### src/rtl/matmul2x2_seq_mac_pkg.sv
// Shared definitions for the sequential 2x2 matrix multiplier:
// element widths, FSM state encoding, element order and pack/unpack helpers.
package matmul2x2_seq_mac_pkg;

   // Element width; the downstream 8-bit ripple adder needs 2*W == 8.
   localparam int W         = 4;
   // Product width (W x W unsigned).
   localparam int PW        = 2 * W;
   // Result element width (sum of two products plus carry).
   localparam int SW        = 2 * W + 1;
   // Width of the multiplier bit counter.
   localparam int BCW       = 2;
   // Packed operand matrix width (four W-bit elements).
   localparam int OP_WIDTH  = 4 * W;
   // Packed result matrix width (four SW-bit elements).
   localparam int RES_WIDTH = 4 * SW;

   // Element index order: idx = {row, col}.
   localparam logic [1:0] IDX_C00 = 2'd0;
   localparam logic [1:0] IDX_C01 = 2'd1;
   localparam logic [1:0] IDX_C10 = 2'd2;
   localparam logic [1:0] IDX_C11 = 2'd3;

   // Control FSM states.
   typedef enum logic [1:0] {
      IDLE = 2'd0,
      MUL  = 2'd1,
      ADD  = 2'd2
   } state_t;

   // LSB position of operand element (row, col) inside a packed operand matrix.
   function automatic int op_lsb(input logic row, input logic col);
      return W * int'({row, col});
   endfunction

   // LSB position of result element idx inside the packed result matrix.
   function automatic int res_lsb(input logic [1:0] idx);
      return SW * int'(idx);
   endfunction

   // Extract operand element (row, col) from a packed operand matrix.
   function automatic logic [W-1:0] get_elem(input logic [OP_WIDTH-1:0] m,
                                             input logic                row,
                                             input logic                col);
      return m[op_lsb(row, col) +: W];
   endfunction

endpackage

### src/rtl/matmul2x2_seq_mac_if.sv
// Handshake and data bus between the operand source (master) and the
// sequential 2x2 matrix multiplier (slave).
interface matmul2x2_seq_mac_if;
   import matmul2x2_seq_mac_pkg::*;

   logic                 start;
   logic [OP_WIDTH-1:0]  a_in;
   logic [OP_WIDTH-1:0]  b_in;
   logic [RES_WIDTH-1:0] c_out;
   logic                 busy;
   logic                 done;

   modport master (
      output start, a_in, b_in,
      input  c_out, busy, done
   );

   modport slave (
      input  start, a_in, b_in,
      output c_out, busy, done
   );

endinterface

### src/rtl/eightbitadder.sv
// Team 8-bit ripple-carry adder: sum = a + b + cin, carry out of bit 7 on cout.
module eightbitadder (
   input  logic [7:0] a,
   input  logic [7:0] b,
   input  logic       cin,
   output logic [7:0] sum,
   output logic       cout
);

   logic [8:0] carry_s;

   // Ripple the carry through eight full-adder cells.
   always_comb begin
      carry_s    = 9'd0;
      sum        = 8'd0;
      carry_s[0] = cin;
      for (int i = 0; i < 8; i++) begin
         sum[i]       = a[i] ^ b[i] ^ carry_s[i];
         carry_s[i+1] = (a[i] & b[i]) | (a[i] & carry_s[i]) | (b[i] & carry_s[i]);
      end
      cout = carry_s[8];
   end

endmodule

### src/rtl/matmul2x2_seq_mac_shift_add_mult4.sv
// Sequential W x W unsigned shift-add multiplier, one multiplier bit per step.
// A step with clear=1 starts a new product (the accumulator is loaded with
// the first partial product instead of being added to).
module shift_add_mult4
   import matmul2x2_seq_mac_pkg::*;
(
   input  logic           clk,
   input  logic           rst,
   input  logic           step,
   input  logic           clear,
   input  logic [W-1:0]   mcand,
   input  logic           mbit,
   input  logic [BCW-1:0] bit_idx,
   output logic [PW-1:0]  prod
);

   logic [PW-1:0] partial_s;
   logic [PW-1:0] acc_r;

   // Partial product for the current multiplier bit, aligned to its weight.
   always_comb begin
      partial_s = {PW{1'b0}};
      if (mbit) begin
         partial_s = {{(PW-W){1'b0}}, mcand} << bit_idx;
      end else begin
         partial_s = {PW{1'b0}};
      end
   end

   // Accumulate partial products; clear restarts the product.
   always_ff @(posedge clk or posedge rst) begin
      if (rst) begin
         acc_r <= {PW{1'b0}};
      end else if (step) begin
         if (clear) begin
            acc_r <= partial_s;
         end else begin
            acc_r <= acc_r + partial_s;
         end
      end else begin
         acc_r <= acc_r;
      end
   end

   assign prod = acc_r;

endmodule

### src/rtl/matmul2x2_seq_mac.sv
// Sequential 2x2 unsigned matrix multiplier C = A x B.
// Each result element c_ij = a_i0*b_0j + a_i1*b_1j takes 9 clocks:
// 4 shift-add steps per product (two passes) plus one add/write edge.
// Elements are produced in the order c00, c01, c10, c11.
module matmul2x2_seq_mac
   import matmul2x2_seq_mac_pkg::*;
(
   input  logic                clk,
   input  logic                rst,
   matmul2x2_seq_mac_if.slave  bus
);

   state_t               state_r;
   logic [OP_WIDTH-1:0]  a_r;
   logic [OP_WIDTH-1:0]  b_r;
   logic [1:0]           idx_r;
   logic                 pass_r;
   logic [BCW-1:0]       bitcnt_r;
   logic [PW-1:0]        p0_r;
   logic [RES_WIDTH-1:0] c_r;
   logic                 busy_r;
   logic                 done_r;

   logic                 mult_step_s;
   logic                 mult_clear_s;
   logic [W-1:0]         mcand_s;
   logic [W-1:0]         b_elem_s;
   logic                 mbit_s;
   logic [PW-1:0]        prod_s;
   logic [PW-1:0]        sum_s;
   logic                 cout_s;

   // Multiplier is stepped on every MUL edge; the first bit of each pass restarts it.
   always_comb begin
      mult_step_s  = 1'b0;
      mult_clear_s = 1'b0;
      if (state_r == MUL) begin
         mult_step_s  = 1'b1;
         mult_clear_s = (bitcnt_r == {BCW{1'b0}});
      end else begin
         mult_step_s  = 1'b0;
         mult_clear_s = 1'b0;
      end
   end

   // Operand selection: multiplicand a(i,pass), multiplier bit from b(pass,j).
   always_comb begin
      mcand_s  = get_elem(a_r, idx_r[1], pass_r);
      b_elem_s = get_elem(b_r, pass_r, idx_r[0]);
      mbit_s   = b_elem_s[bitcnt_r];
   end

   shift_add_mult4 u_mult (
      .clk     (clk),
      .rst     (rst),
      .step    (mult_step_s),
      .clear   (mult_clear_s),
      .mcand   (mcand_s),
      .mbit    (mbit_s),
      .bit_idx (bitcnt_r),
      .prod    (prod_s)
   );

   // p0 is held in p0_r; p1 is still in the multiplier register during ADD.
   eightbitadder u_add (
      .a    (p0_r),
      .b    (prod_s),
      .cin  (1'b0),
      .sum  (sum_s),
      .cout (cout_s)
   );

   // Control FSM with counters, operand copy and result registers.
   always_ff @(posedge clk or posedge rst) begin
      if (rst) begin
         state_r  <= IDLE;
         a_r      <= {OP_WIDTH{1'b0}};
         b_r      <= {OP_WIDTH{1'b0}};
         idx_r    <= 2'd0;
         pass_r   <= 1'b0;
         bitcnt_r <= {BCW{1'b0}};
         p0_r     <= {PW{1'b0}};
         c_r      <= {RES_WIDTH{1'b0}};
         busy_r   <= 1'b0;
         done_r   <= 1'b0;
      end else begin
         case (state_r)
            IDLE: begin
               done_r <= 1'b0;
               if (bus.start) begin
                  a_r      <= bus.a_in;
                  b_r      <= bus.b_in;
                  idx_r    <= 2'd0;
                  pass_r   <= 1'b0;
                  bitcnt_r <= {BCW{1'b0}};
                  busy_r   <= 1'b1;
                  state_r  <= MUL;
               end else begin
                  busy_r   <= 1'b0;
                  state_r  <= IDLE;
               end
            end

            MUL: begin
               // On the first edge of pass 1 the multiplier still holds the
               // finished pass-0 product; keep it before it is overwritten.
               if (pass_r && (bitcnt_r == {BCW{1'b0}})) begin
                  p0_r <= prod_s;
               end else begin
                  p0_r <= p0_r;
               end
               if (bitcnt_r == BCW'(W - 1)) begin
                  bitcnt_r <= {BCW{1'b0}};
                  if (pass_r) begin
                     state_r <= ADD;
                  end else begin
                     pass_r  <= 1'b1;
                     state_r <= MUL;
                  end
               end else begin
                  bitcnt_r <= bitcnt_r + BCW'(1);
                  state_r  <= MUL;
               end
            end

            ADD: begin
               c_r[res_lsb(idx_r) +: SW] <= {cout_s, sum_s};
               pass_r <= 1'b0;
               if (idx_r == IDX_C11) begin
                  busy_r  <= 1'b0;
                  done_r  <= 1'b1;
                  state_r <= IDLE;
               end else begin
                  idx_r   <= idx_r + 2'd1;
                  state_r <= MUL;
               end
            end

            default: begin
               busy_r  <= 1'b0;
               done_r  <= 1'b0;
               state_r <= IDLE;
            end
         endcase
      end
   end

   assign bus.c_out = c_r;
   assign bus.busy  = busy_r;
   assign bus.done  = done_r;

endmodule

### src/flat_wrapper.sv
// flat-port wrapper written by rule: the top's interface ports become plain ports
module matmul2x2_seq_mac_flat import matmul2x2_seq_mac_pkg::*;
  (clk, rst, bus_start, bus_a_in, bus_b_in, bus_c_out, bus_busy, bus_done);
  matmul2x2_seq_mac_if bus_i ();
  input  logic clk;
  input  logic rst;
  input wire logic [$bits(bus_i.start)-1:0] bus_start;
  input wire logic [$bits(bus_i.a_in)-1:0] bus_a_in;
  input wire logic [$bits(bus_i.b_in)-1:0] bus_b_in;
  output wire logic [$bits(bus_i.c_out)-1:0] bus_c_out;
  output wire logic [$bits(bus_i.busy)-1:0] bus_busy;
  output wire logic [$bits(bus_i.done)-1:0] bus_done;
  assign bus_i.start = bus_start;
  assign bus_i.a_in = bus_a_in;
  assign bus_i.b_in = bus_b_in;
  assign bus_c_out = bus_i.c_out;
  assign bus_busy = bus_i.busy;
  assign bus_done = bus_i.done;
  matmul2x2_seq_mac u_core (.clk(clk), .rst(rst), .bus(bus_i));
endmodule
### config.mk
export PLATFORM = sky130hd
export DESIGN_NAME = matmul2x2_seq_mac_flat
export DESIGN_NICKNAME = d
export VERILOG_FILES = /design/src/rtl/matmul2x2_seq_mac_pkg.sv /design/src/rtl/matmul2x2_seq_mac_if.sv /design/src/rtl/eightbitadder.sv /design/src/rtl/matmul2x2_seq_mac_shift_add_mult4.sv /design/src/rtl/matmul2x2_seq_mac.sv /design/src/flat_wrapper.sv
export SDC_FILE = /design/constraint.sdc
export NUM_CORES = 1
export LEC_CHECK = 0
export CAP_MARGIN = 5
export CORE_MARGIN = 1.5
export CORE_UTILIZATION = 58
export DETAILED_ROUTE_END_ITERATION = 8
export PLACE_DENSITY = 0.85
export SKIP_CTS_REPAIR_TIMING = 1
export SYNTH_ARGS = -nofsm -noshare
export SYNTH_HDL_FRONTEND = slang
export SYNTH_HIERARCHICAL = 1
export SYNTH_SLANG_ARGS = --single-unit
### constraint.sdc
create_clock -name clk -period 8.4 [get_ports clk]
set_input_delay 1.68 -clock clk [delete_from_list [all_inputs] [get_ports clk]]
set_output_delay 1.68 -clock clk [all_outputs]
set_load 0.02 [all_outputs]
==> flow_metrics.env <==
export IMPL_status="complete, no violations"
export IMPL_fin_util_pct=73.19
export IMPL_drtIter0Drc=145
export IMPL_slew_headroom_pct=30.12
export IMPL_yosysUniqueCellTypes=49
export IMPL_synth_seq_area_share_pct=49.05
export IMPL_p_leak_nw=2.491
export IMPL_initial_core_util_pct=60.77
export IMPL_layout_common_cells="dfrtp_1 (93), clkdlybuf4s50_1 (72), nand2_1 (65)"
export IMPL_insertion_delay_ns=0.36
export IMPL_synth_top_cell_by_area="dfrtp_1"
export IMPL_powerDensity_mw_per_mm2=400.5
export IMPL_endpoint_kind="register"
export IMPL_drc=0
export IMPL_synth_nets=470
export IMPL_track_usage_pct=24.03
export IMPL_portBuffers=72
export IMPL_min_delay_start="u_core/bus.c_out[4]"
export IMPL_detailed_place_area_mm2=0.005475
export IMPL_numClockSinks=93
export IMPL_crit_fanout=4
export IMPL_numCtsBuffers=9
export IMPL_final_nets=537
export IMPL_maxCapViolations=0
export IMPL_die_y_um=93.45
export IMPL_avgRoutedWirePerCell_um=15.88
export IMPL_core_area_mm2=0.007807
export IMPL_antenna_found_initial=0
export IMPL_critical_path_required_ns=8.68
export IMPL_cp_slowest_cell="dfrtp_1"
export IMPL_seqCellArea_mm2=0.002327
export IMPL_cp_top_family="adder cells"
export IMPL_clk_pin_slew_ns=0.09
export IMPL_grt_pass1_vias=3422
export IMPL_fillers=553
export IMPL_r2r_end="u_core/bus.c_out[34]"
export IMPL_path_class="reg -> reg"
export IMPL_cts_tree="done"
export IMPL_routed_wl_um=9306
export IMPL_h_tree_depth=3
export IMPL_syn_avg_cell_area_um2=11.52
export IMPL_cpPeakStageDelay_ns=0.42
export IMPL_async_reset_ff_share_pct=100.0
export IMPL_grt_max_degree=86
export IMPL_areaGrowthSynthToFinish_pct=20.44
export IMPL_post_dp_hpwl_um=6752
export IMPL_multiInputGateArea_mm2=0.002193
export IMPL_worstSetupStartpointType="register"
export IMPL_drtAntennaViolNets=0
export IMPL_ys_warn_count=6
export IMPL_reg2regPathDepth=14
export IMPL_period_needed_ns=3.963
export IMPL_design_area_mm2=0.005714
export IMPL_num_vias=3343
export IMPL_report_final_slew_viol_count=0
export IMPL_cp_common_cell="fa_1"
export IMPL_layout_commonest_cell="dfrtp_1"
export IMPL_synthesis_area_mm2=0.004745
export IMPL_grt_ovfl_total=0
export IMPL_crit_chain="inv_1 -> fa_1 -> inv_1 -> fa_1 -> fa_1 -> fa_1 -> fa_1 -> fa_1 -> fa_1 -> inv_1 -> fa_1 -> inv_1 -> nand2_1 -> o21ai_0"
export IMPL_reg2reg_slack_ns=4.44
export IMPL_place_congestion=0.8231
export IMPL_die_area_mm2=0.008732
export IMPL_tightest_slew_ns=1.048
export IMPL_synthCells=412
export IMPL_finalHoldViolCount=0
export IMPL_finalSetupViolCount=0
export IMPL_crit_buf_inv=4
export IMPL_r2r_start="u_core/u_mult/prod[0]"
export IMPL_rsz0062_at_grt="false"
export IMPL_die_x_um=93.45
export IMPL_fin_cells=586
export IMPL_fmax_mhz=252.3
export IMPL_clockBufferDepth=2
export IMPL_synth_top_cells_by_area="dfrtp_1 (49%), mux2_2 (10%), nand2_1 (5.1%), fa_1 (3.8%), mux4_2 (3.8%)"
export IMPL_hold_path_class="reg -> reg"
export IMPL_root_buffer="clkbuf_8"
export IMPL_synth_edf_count=0
export IMPL_period_share_pct=47.18
export IMPL_arrival_ns=4.24
export IMPL_io_pins=73
export IMPL_hold_depth=2
export IMPL_ys_ff_latch=93
export IMPL_timing_hold_worst_endpoint="u_core/bus.c_out[4]"
export IMPL_synth_top_area_share_pct=49.05
export IMPL_skew_ns=0.01116
export IMPL_viasPerCell=5.705
export IMPL_grt_first_pass_wirelength_um=16240
export IMPL_core_rowCount=32
export IMPL_drive_above_1_share_pct=15.29
export IMPL_synth_main_ff_cell="dfrtp_1"
export IMPL_antennaDiodeCount=0
export IMPL_fin_setup_tns_ns=0
export IMPL_firstDrtPassIters=5
export IMPL_dp_cells=570
export IMPL_vdd_ir_drop_worst_mv=0.1881
-- worst register-to-register path, stage by stage (launching register included) --
cell	delay, ns
dfrtp_1	0.42
inv_1	0.09
fa_1	0.18
inv_1	0.06
fa_1	0.39
fa_1	0.40
fa_1	0.39
fa_1	0.39
fa_1	0.39
fa_1	0.37
inv_1	0.08
fa_1	0.40
inv_1	0.12
nand2_1	0.06
o21ai_0	0.15
-- layout make-up --
class / instances / area share [%]
clock buffer: 10 / 2.233
clock inverter: 6 / 1.949
inverter: 22 / 1.467
multi-input combinational: 278 / 38.38
sequential: 93 / 40.73
tap: 102 / 2.233
timing repair buffer: 75 / 13.01
-- stage by stage --
stage	setup WS, ns	hold WS [ns]	power, mW
5_1_grt	4.207	0.5254	2.472
4_1_cts	4.396	0.4884	2.295
3_3_place_gp	4.574	0.4621	1.869
3_5_place_dp	4.419	0.4700	1.936
6_report	4.437	0.4808	2.288
2_1_floorplan	4.527	0.4751	1.635
-- worst max path at each step --
| stage | from | to | slack [ns] | cells after the start |
|---|---|---|---|---|
| 6_report | u_core/u_mult/prod[0] | u_core/bus.c_out[34] | 4.44 | 14 |
| 5_1_grt | u_core/u_mult/prod[0] | u_core/bus.c_out[7] | 4.21 | 14 |
| 4_1_cts | u_core/u_mult/prod[0] | u_core/bus.c_out[34] | 4.40 | 14 |
| 3_5_place_dp | u_core/u_mult/prod[0] | u_core/bus.c_out[34] | 4.42 | 14 |
| 3_3_place_gp | u_core/u_mult/prod[0] | u_core/bus.c_out[7] | 4.57 | 14 |
| 2_1_floorplan | rst | u_core/a_r[0] | 4.53 | 1 |
-- routing by layer --
| layer | global-route usage, % | share of wire, % |
|---|---|---|
| met1 | 31.41 | 43 |
| met2 | 40.22 | 50 |
| met3 | 3.740 | 4.8 |
| met4 | 9.470 | 1.7 |
| met5 | 0 | 0 |
-- Yosys cell counts (all sizes together) (2+ instances only) --
| library cell | count |
|---|---|
| dfrtp | 93 |
| nand2 | 65 |
| fa | 9 |
| mux4 | 8 |
| inv | 22 |
| clkbuf | 4 |
| nor3b | 3 |
| ha | 14 |
| buf | 15 |
| mux2 | 43 |
| a22o | 11 |
| o211ai | 2 |
| a21oi | 9 |
| and2 | 4 |
| o21ai | 35 |
| nand3 | 2 |
| mux2i | 9 |
| nand3b | 5 |
| nand2b | 5 |
| nor2b | 6 |
| nor2 | 17 |
| o31ai | 7 |
| o2bb2ai | 2 |
-- where the power goes --
part | total [mW] | leakage, nW | switching [mW] | internal [mW]
combinational | 1.15 | 1.22 | 0.584 | 0.565
clock | 0.354 | 0.116 | 0.156 | 0.198
sequential | 0.785 | 1.16 | 0.166 | 0.619
-- sequential cells by signal, indices dropped and copies added (netlist names) --
name	count
u_core/a_r	16
u_core/b_r	16
u_core/bitcnt_r	2
u_core/bus.busy	1
u_core/bus.c_out	36
u_core/bus.done	1
u_core/idx_r	2
u_core/p0_r	8
u_core/pass_r	1
u_core/state_r	2
u_core/u_mult/prod	8
-- logic make-up after synthesis --
logic type                 after synthesis  synth area share [%]
buffers and inverters                   41                 4.720
muxes                                   60                 15.98
and+or+nand+nor                        115                 11.92
xor gates and xnor gates                 1                0.1846
adders and majority gates               23                 7.489
other                                    1               0.07904
AOI/OAI and AO/OA                       78                 10.58
DFF                                     93                 49.05
Power figures use the tool's default switching activity.
